File: src/rtl/alu_pkg.sv
// Shared ALU definitions: opcode encodings, issue-stage state encoding and
// the default datapath width. Imported by the issue stage and by the ALU.
package alu_pkg;

  localparam int ALU_DATA_W = 32;
  localparam int OP_W       = 5;

  typedef logic [OP_W-1:0] alu_op_t;

  localparam alu_op_t OP_NOP = 5'h00;
  localparam alu_op_t OP_ADD = 5'h01;
  localparam alu_op_t OP_SUB = 5'h02;
  localparam alu_op_t OP_AND = 5'h03;
  localparam alu_op_t OP_OR  = 5'h04;
  localparam alu_op_t OP_XOR = 5'h05;
  localparam alu_op_t OP_NOR = 5'h06;
  localparam alu_op_t OP_MAX = 5'h06;

  typedef enum logic [1:0] {
    ST_IDLE = 2'd0,
    ST_EXEC = 2'd1,
    ST_WB   = 2'd2
  } issue_state_e;

  // Anything above the highest defined opcode is rejected by the issue stage.
  function automatic logic is_legal_op(input alu_op_t op);
    return (op <= OP_MAX);
  endfunction

endpackage

File: src/rtl/regfile_2r1w.sv
// Architectural register file: two combinational source read ports, one
// combinational debug read port and one synchronous write port. Register 0
// always reads as zero and is never written.
module regfile_2r1w #(
  parameter int DATA_W = 32,
  parameter int REG_N  = 32,
  parameter int ADDR_W = 5
) (
  input  logic              clk,
  input  logic              rst,
  input  logic [ADDR_W-1:0] i_raAddr,
  output logic [DATA_W-1:0] o_raData,
  input  logic [ADDR_W-1:0] i_rbAddr,
  output logic [DATA_W-1:0] o_rbData,
  input  logic [ADDR_W-1:0] i_dbgAddr,
  output logic [DATA_W-1:0] o_dbgData,
  input  logic              i_we,
  input  logic [ADDR_W-1:0] i_wAddr,
  input  logic [DATA_W-1:0] i_wData
);

  logic [DATA_W-1:0] r_mem [REG_N];

  // Synchronous clear of every register; writes to index 0 are dropped.
  always_ff @(posedge clk) begin
    if (rst) begin
      for (int i = 0; i < REG_N; i++) begin
        r_mem[i] <= '0;
      end
    end else if (i_we && (i_wAddr != '0)) begin
      r_mem[i_wAddr] <= i_wData;
    end
  end

  assign o_raData  = (i_raAddr  == '0) ? '0 : r_mem[i_raAddr];
  assign o_rbData  = (i_rbAddr  == '0) ? '0 : r_mem[i_rbAddr];
  assign o_dbgData = (i_dbgAddr == '0) ? '0 : r_mem[i_dbgAddr];

endmodule

File: src/rtl/alu_issue_ctrl.sv
// Operand-issue and writeback stage in front of a clocked ALU. Accepts one
// register-to-register command at a time, presents its operands to the ALU,
// collects the registered ALU result one cycle later and writes it back.
module alu_issue_ctrl
  import alu_pkg::*;
#(
  parameter int DATA_W = ALU_DATA_W,
  parameter int REG_N  = 32,
  parameter int ADDR_W = 5
) (
  input  logic              clk,
  input  logic              rst,
  input  logic              cmd_valid,
  output logic              cmd_ready,
  input  logic [OP_W-1:0]   cmd_op,
  input  logic [ADDR_W-1:0] cmd_rs,
  input  logic [ADDR_W-1:0] cmd_rt,
  input  logic [ADDR_W-1:0] cmd_rd,
  output logic [DATA_W-1:0] alu_a,
  output logic [DATA_W-1:0] alu_b,
  output logic [OP_W-1:0]   alu_op,
  input  logic [DATA_W-1:0] alu_out,
  output logic              done,
  output logic              err,
  output logic [DATA_W-1:0] result,
  input  logic [ADDR_W-1:0] dbg_addr,
  output logic [DATA_W-1:0] dbg_data
);

  issue_state_e      r_state;
  issue_state_e      w_nextState;

  logic [DATA_W-1:0] r_aluA;
  logic [DATA_W-1:0] r_aluB;
  alu_op_t           r_aluOp;
  logic [ADDR_W-1:0] r_rd;
  logic [DATA_W-1:0] r_result;
  logic              r_done;
  logic              r_err;

  logic              w_ready;
  logic              w_wbEn;
  logic              w_accept;
  logic              w_acceptLegal;
  logic              w_acceptIllegal;
  logic [DATA_W-1:0] w_rsData;
  logic [DATA_W-1:0] w_rtData;

  assign w_accept        = cmd_valid & w_ready;
  assign w_acceptLegal   = w_accept &  is_legal_op(cmd_op);
  assign w_acceptIllegal = w_accept & ~is_legal_op(cmd_op);

  regfile_2r1w #(
    .DATA_W (DATA_W),
    .REG_N  (REG_N),
    .ADDR_W (ADDR_W)
  ) u_regfile (
    .clk       (clk),
    .rst       (rst),
    .i_raAddr  (cmd_rs),
    .o_raData  (w_rsData),
    .i_rbAddr  (cmd_rt),
    .o_rbData  (w_rtData),
    .i_dbgAddr (dbg_addr),
    .o_dbgData (dbg_data),
    .i_we      (w_wbEn),
    .i_wAddr   (r_rd),
    .i_wData   (alu_out)
  );

  // State register; reset also aborts any command in flight.
  always_ff @(posedge clk) begin
    if (rst) begin
      r_state <= ST_IDLE;
    end else begin
      r_state <= w_nextState;
    end
  end

  // Legal commands walk IDLE -> EXEC -> WB -> IDLE; illegal ones never leave IDLE.
  always_comb begin
    w_nextState = r_state;
    case (r_state)
      ST_IDLE: if (w_acceptLegal) w_nextState = ST_EXEC;
      ST_EXEC: w_nextState = ST_WB;
      ST_WB:   w_nextState = ST_IDLE;
      default: w_nextState = ST_IDLE;
    endcase
  end

  // Decode the state into the handshake and writeback enables.
  always_comb begin
    w_ready = 1'b0;
    w_wbEn  = 1'b0;
    case (r_state)
      ST_IDLE: w_ready = ~rst;
      ST_WB:   w_wbEn  = 1'b1;
      default: ;
    endcase
  end

  // Operand/opcode launch at accept, completion status at writeback or rejection.
  always_ff @(posedge clk) begin
    if (rst) begin
      r_aluA   <= '0;
      r_aluB   <= '0;
      r_aluOp  <= OP_NOP;
      r_rd     <= '0;
      r_result <= '0;
      r_done   <= 1'b0;
      r_err    <= 1'b0;
    end else begin
      r_done <= 1'b0;
      r_err  <= 1'b0;
      if (w_acceptLegal) begin
        r_aluA  <= w_rsData;
        r_aluB  <= w_rtData;
        r_aluOp <= cmd_op;
        r_rd    <= cmd_rd;
      end else if (w_acceptIllegal) begin
        r_result <= '0;
        r_done   <= 1'b1;
        r_err    <= 1'b1;
      end
      if (w_wbEn) begin
        r_result <= alu_out;
        r_done   <= 1'b1;
        r_aluOp  <= OP_NOP;
      end
    end
  end

  assign cmd_ready = w_ready;
  assign alu_a     = r_aluA;
  assign alu_b     = r_aluB;
  assign alu_op    = r_aluOp;
  assign result    = r_result;
  assign done      = r_done;
  assign err       = r_err;

endmodule

File: config.mk
export PLATFORM = sky130hd
export DESIGN_NAME = alu_issue_ctrl
export DESIGN_NICKNAME = d
export VERILOG_FILES = /design/src/rtl/alu_pkg.sv /design/src/rtl/regfile_2r1w.sv /design/src/rtl/alu_issue_ctrl.sv
export SDC_FILE = /design/constraint.sdc
export NUM_CORES = 2
export LEC_CHECK = 0
export BUFFER_PORTS_ARGS = -buffer_cell sky130_fd_sc_hd__buf_2
export CAP_MARGIN = 20
export CORE_MARGIN = 4
export CORE_UTILIZATION = 45
export DETAILED_ROUTE_END_ITERATION = 8
export HOLD_SLACK_MARGIN = 0.12
export PLACE_DENSITY = 0.71
export SYNTH_ARGS = -nofsm -noshare
export SYNTH_HDL_FRONTEND = slang
export SYNTH_SLANG_ARGS = --single-unit
File: constraint.sdc
create_clock -name clk -period 6.16 [get_ports clk]
set_input_delay 0 -clock clk [delete_from_list [all_inputs] [get_ports clk]]
set_output_delay 0 -clock clk [all_outputs]
set_load 0.01 [all_outputs]
==> summary.txt <==
Routing
  – Routed wire per std cell: 37.72 um
  – Drt initial violations: 8852
  – DRC: 0
  – Vias per cell: 7.083
  – Routed Wire Length: 251200 um
  – Routed via count: 47170
  – Drt pass-1 iters: 6
  – Final ANT Viol Nets: 0

Power and ir drop
  – Seq pwr share: 46.5%
  – Combinational share of power: 12.9%
  – Sw Share: 26.15%
  – Internal Power: 14090 uW
  – Sw power: 4987 uW
  – Pwr dens: 258.8 nW/um2
  – Peak VDD IR: 0.3231 mV
  – Leak: 0.02708 uW
  – Clock Power Share: 40.6%

Yosys
  – Adder-Cell Fraction of Synth Area: 0%
  – Synth Area in Simple Gates: 11.81%
  – Complex-gate fraction of the synthesized area: 5.615%
  – Post-synth EDFFs: 1024
  – Post-synthesis xor/xnor area fraction: 0%
  – YS warnings: 0
  – Synth Register Bits: 1134
  – Sequential area share after synthesis: 49.89%
  – Asr flop ratio synth: 0%
  – Post-synthesis mux area share: 28.86%
  – Predominant post-synthesis flop cell: edfxtp_1
  – Post-synthesis cell area: 66050 um2
  – Area contributors post-synth: edfxtp_1, mux4_2, and2_1
  – Mapped Cells: 4586
  – Largest family of logic cells by synthesized area: multiplexers
  – Leading area contributor after synthesis: edfxtp_1
  – Yosys top cell area share: 46.56%
  – Synth unique cells: 52
  – Avg Cell Area, Syn: 14.40 um2

CTS
  – CTS clock-pin slew for the worst setup and hold paths: 0.06 ns
  – CTS Buf Count: 118
  – Clock root cell: clkbuf_16
  – Clock Path Buffers: 3
  – TritonCTS clock tree: built
  – # H-tree levels: 3
  – Post-CTS Resized: 0
  – Post-CTS Setup Inserts: 0
  – Worst skew pair latency: 0.76 ns
  – Clock sink count: 1134

Critical path
  – Startpoint types: flip-flop
  – Slowest-stage cell, CP: or2_2
  – Critical path capture point type: flip-flop
  – Cell mode on critical path: buf_4
  – Crit-path max cell delay: 0.72 ns
  – Worst r2r src: r_state[1]
  – WP buf/inv: 3
  – Crit-path max FO: 35
  – Required time worst endpoint: 6.56 ns
  – Worst Path Arrival: 4.73 ns
  – Crit path from: r_state[1]
  – Cell family with most CP delay: simple AND/OR/NAND/NOR gates
  – Setup Crit Path Kind: flip-flop to flip-flop
  – CP cell instances: nand2b_1, nor2_4, buf_4, nand3b_1, nor2_4, buf_4, or2_2, buf_4

Timing
  – Fin crit share: 70.28%
  – Setup TNS: 0 ns
  – Highest clock rate: 231.0 MHz
  – Setup-failing EPs final: 0
  – Least-Margin Pin Slew: 1.175 ns
  – Final Slew Violations: 0
  – Final hold violation count: 0
  – Unrepaired setup endpoints after global routing: false
  – Hold WS: 0.2120 ns
  – Slew headroom: 21.67%
  – Layout Skew: 0.03171 ns
  – Period minus WS final: 4.329 ns

Placement
  – HPWL after DPL: 155600 um
  – IO buf count: 195
  – Gpl congestion: 0.9352

Job
  – Max-Cap Viols: 0

Die
  – Height of the die: 391.1 um
  – Core area: 145700 um2
  – Die Area: 153000 um2
  – Initial Utilization: 45.32%
  – Die Wd: 391.1 um
  – Num ports: 196
  – # rows: 140

Finish
  – Layout area overhead: 11.56%
  – Nets: 4687
  – FILL cells: 12030
  – Most frequent cells in the layout: edfxtp_1, and2_1, mux4_2, mux2i_1, buf_2
  – Commonest non-fill, non-tap cell in the layout: edfxtp_1
  – Share of layout cells above drive strength 1: 27.87%

Global route
  – Vias in the first global route: 45710
  – Initial antenna violation count: 13
  – Largest net degree at the start of global routing: 90
  – GRT Util Overall: 32.36%
  – First-pass GRT wire length: 349100 um
  – GRT overflow: 0

Hold path
  – HP Class: primary input to flip-flop
  – Worst hold start: cmd_rs[0]

Status
  – Status: completed
[final timing paths]
kind | endpoint | slack (ns) | cells after the start
worst max-delay path | u_regfile.r_mem[2][10] | 1.83 | 8
worst min-delay path | alu_a[20] | 0.21 | 5
worst max register to register | u_regfile.r_mem[2][10] | 1.83 | 8
worst min register to register | alu_a[14] | 0.45 | 2
[state kept, by name, summed over array words and instances, names as in the netlist]
signal,count
result,32
alu_b,32
r_state,2
r_rd,5
done,1
alu_a,32
alu_op,5
u_regfile.r_mem,1024
err,1
[power by group through the flow]
stage	Clock (uW)	Sequential, uW	Combinational, uW
after floorplan	0	8910	1510
after global placement	0	9000	2300
after detailed placement	0	9020	2340
after CTS	7740	8860	2380
after global routing	8050	8890	2510
final	7750	8870	2450
[tightest hold or removal path: stages]
cell and delay, ns:
buf_8 0.31, nor2_1 0.21, a21oi_1 0.06, a31oi_1 0.16
o31ai_1 0.08
[metrics by stage]
stage | std cells | setup slack, ns | instance area [um2] | power (uW) | utilization (%)
final | 6659 | 1.831 | 73690 | 19070 | 50.56
after CTS | 6645 | 2.037 | 73570 | 18980 | 50.48
after global placement | 6333 | 2.138 | 68520 | 11310 | 47.02
after floorplan | 4617 | 3.958 | 66170 | 10420 | -
after global routing | 6649 | 1.800 | 73660 | 19450 | 50.54
after detailed placement | 6341 | 2.042 | 68670 | 11350 | 47.12
[cells in the mapped netlist (all sizes together), types with 2 or more instances]
master   instances
o221ai          62
nand3           25
dfxtp          110
nor4            22
clkbuf         336
inv             36
edfxtp        1024
or2             31
o22ai            9
a22o            64
a221oi          95
nand3b           4
a22oi           71
a31oi            2
o21ai           48
o211ai          21
mux4           630
o31ai           28
nand2          102
a21oi           65
nor2            59
a221o           12
or3              3
nand2b          36
and2b            3
buf            173
mux2i          358
nand4            4
mux2           110
and2           995
nor3            15
nor2b           12
a21o             4
a2111oi          4
nor3b            3
a211o            2
[metal layers]
| metal | part of all wire (%) | GRT usage [%] | wire length, um |
|---|---|---|---|
| met4 | 7.5 | 18.90 | 18750 |
| met2 | 43 | 47.13 | 107500 |
| met3 | 15 | 11.46 | 38740 |
| met1 | 34 | 41.90 | 86220 |
| met5 | 0.018 | 0 | 44 |
[logic make-up after synthesis]
kind of cell	after synthesis
other	1
multiplexers	1098
AND/OR/NAND/NOR	1316
AO/OA/AOI/OAI	491
buffers and inverters	546
flip-flops	1134
[layout make-up]
class | count | area [um2] | area share [%]
flip-flops and latches | 1134 | 32950 | 44.72
multi-input cells | 2937 | 30990 | 42.05
clock buffers | 152 | 3204 | 4.349
repair buffers | 400 | 3078 | 4.177
well taps | 1917 | 2399 | 3.255
clock inverters | 73 | 907.1 | 1.231
inverters | 36 | 135.1 | 0.1834
diodes | 10 | 25.02 | 0.03396
[repair_timing]
item / in CTS / in global routing
setup endpoints to repair: 0 / 0
endpoints found under the hold margin: 1103 / 0
hold buffers: 79 / 0
No activity file was read; power rests on OpenSTA's default activity.
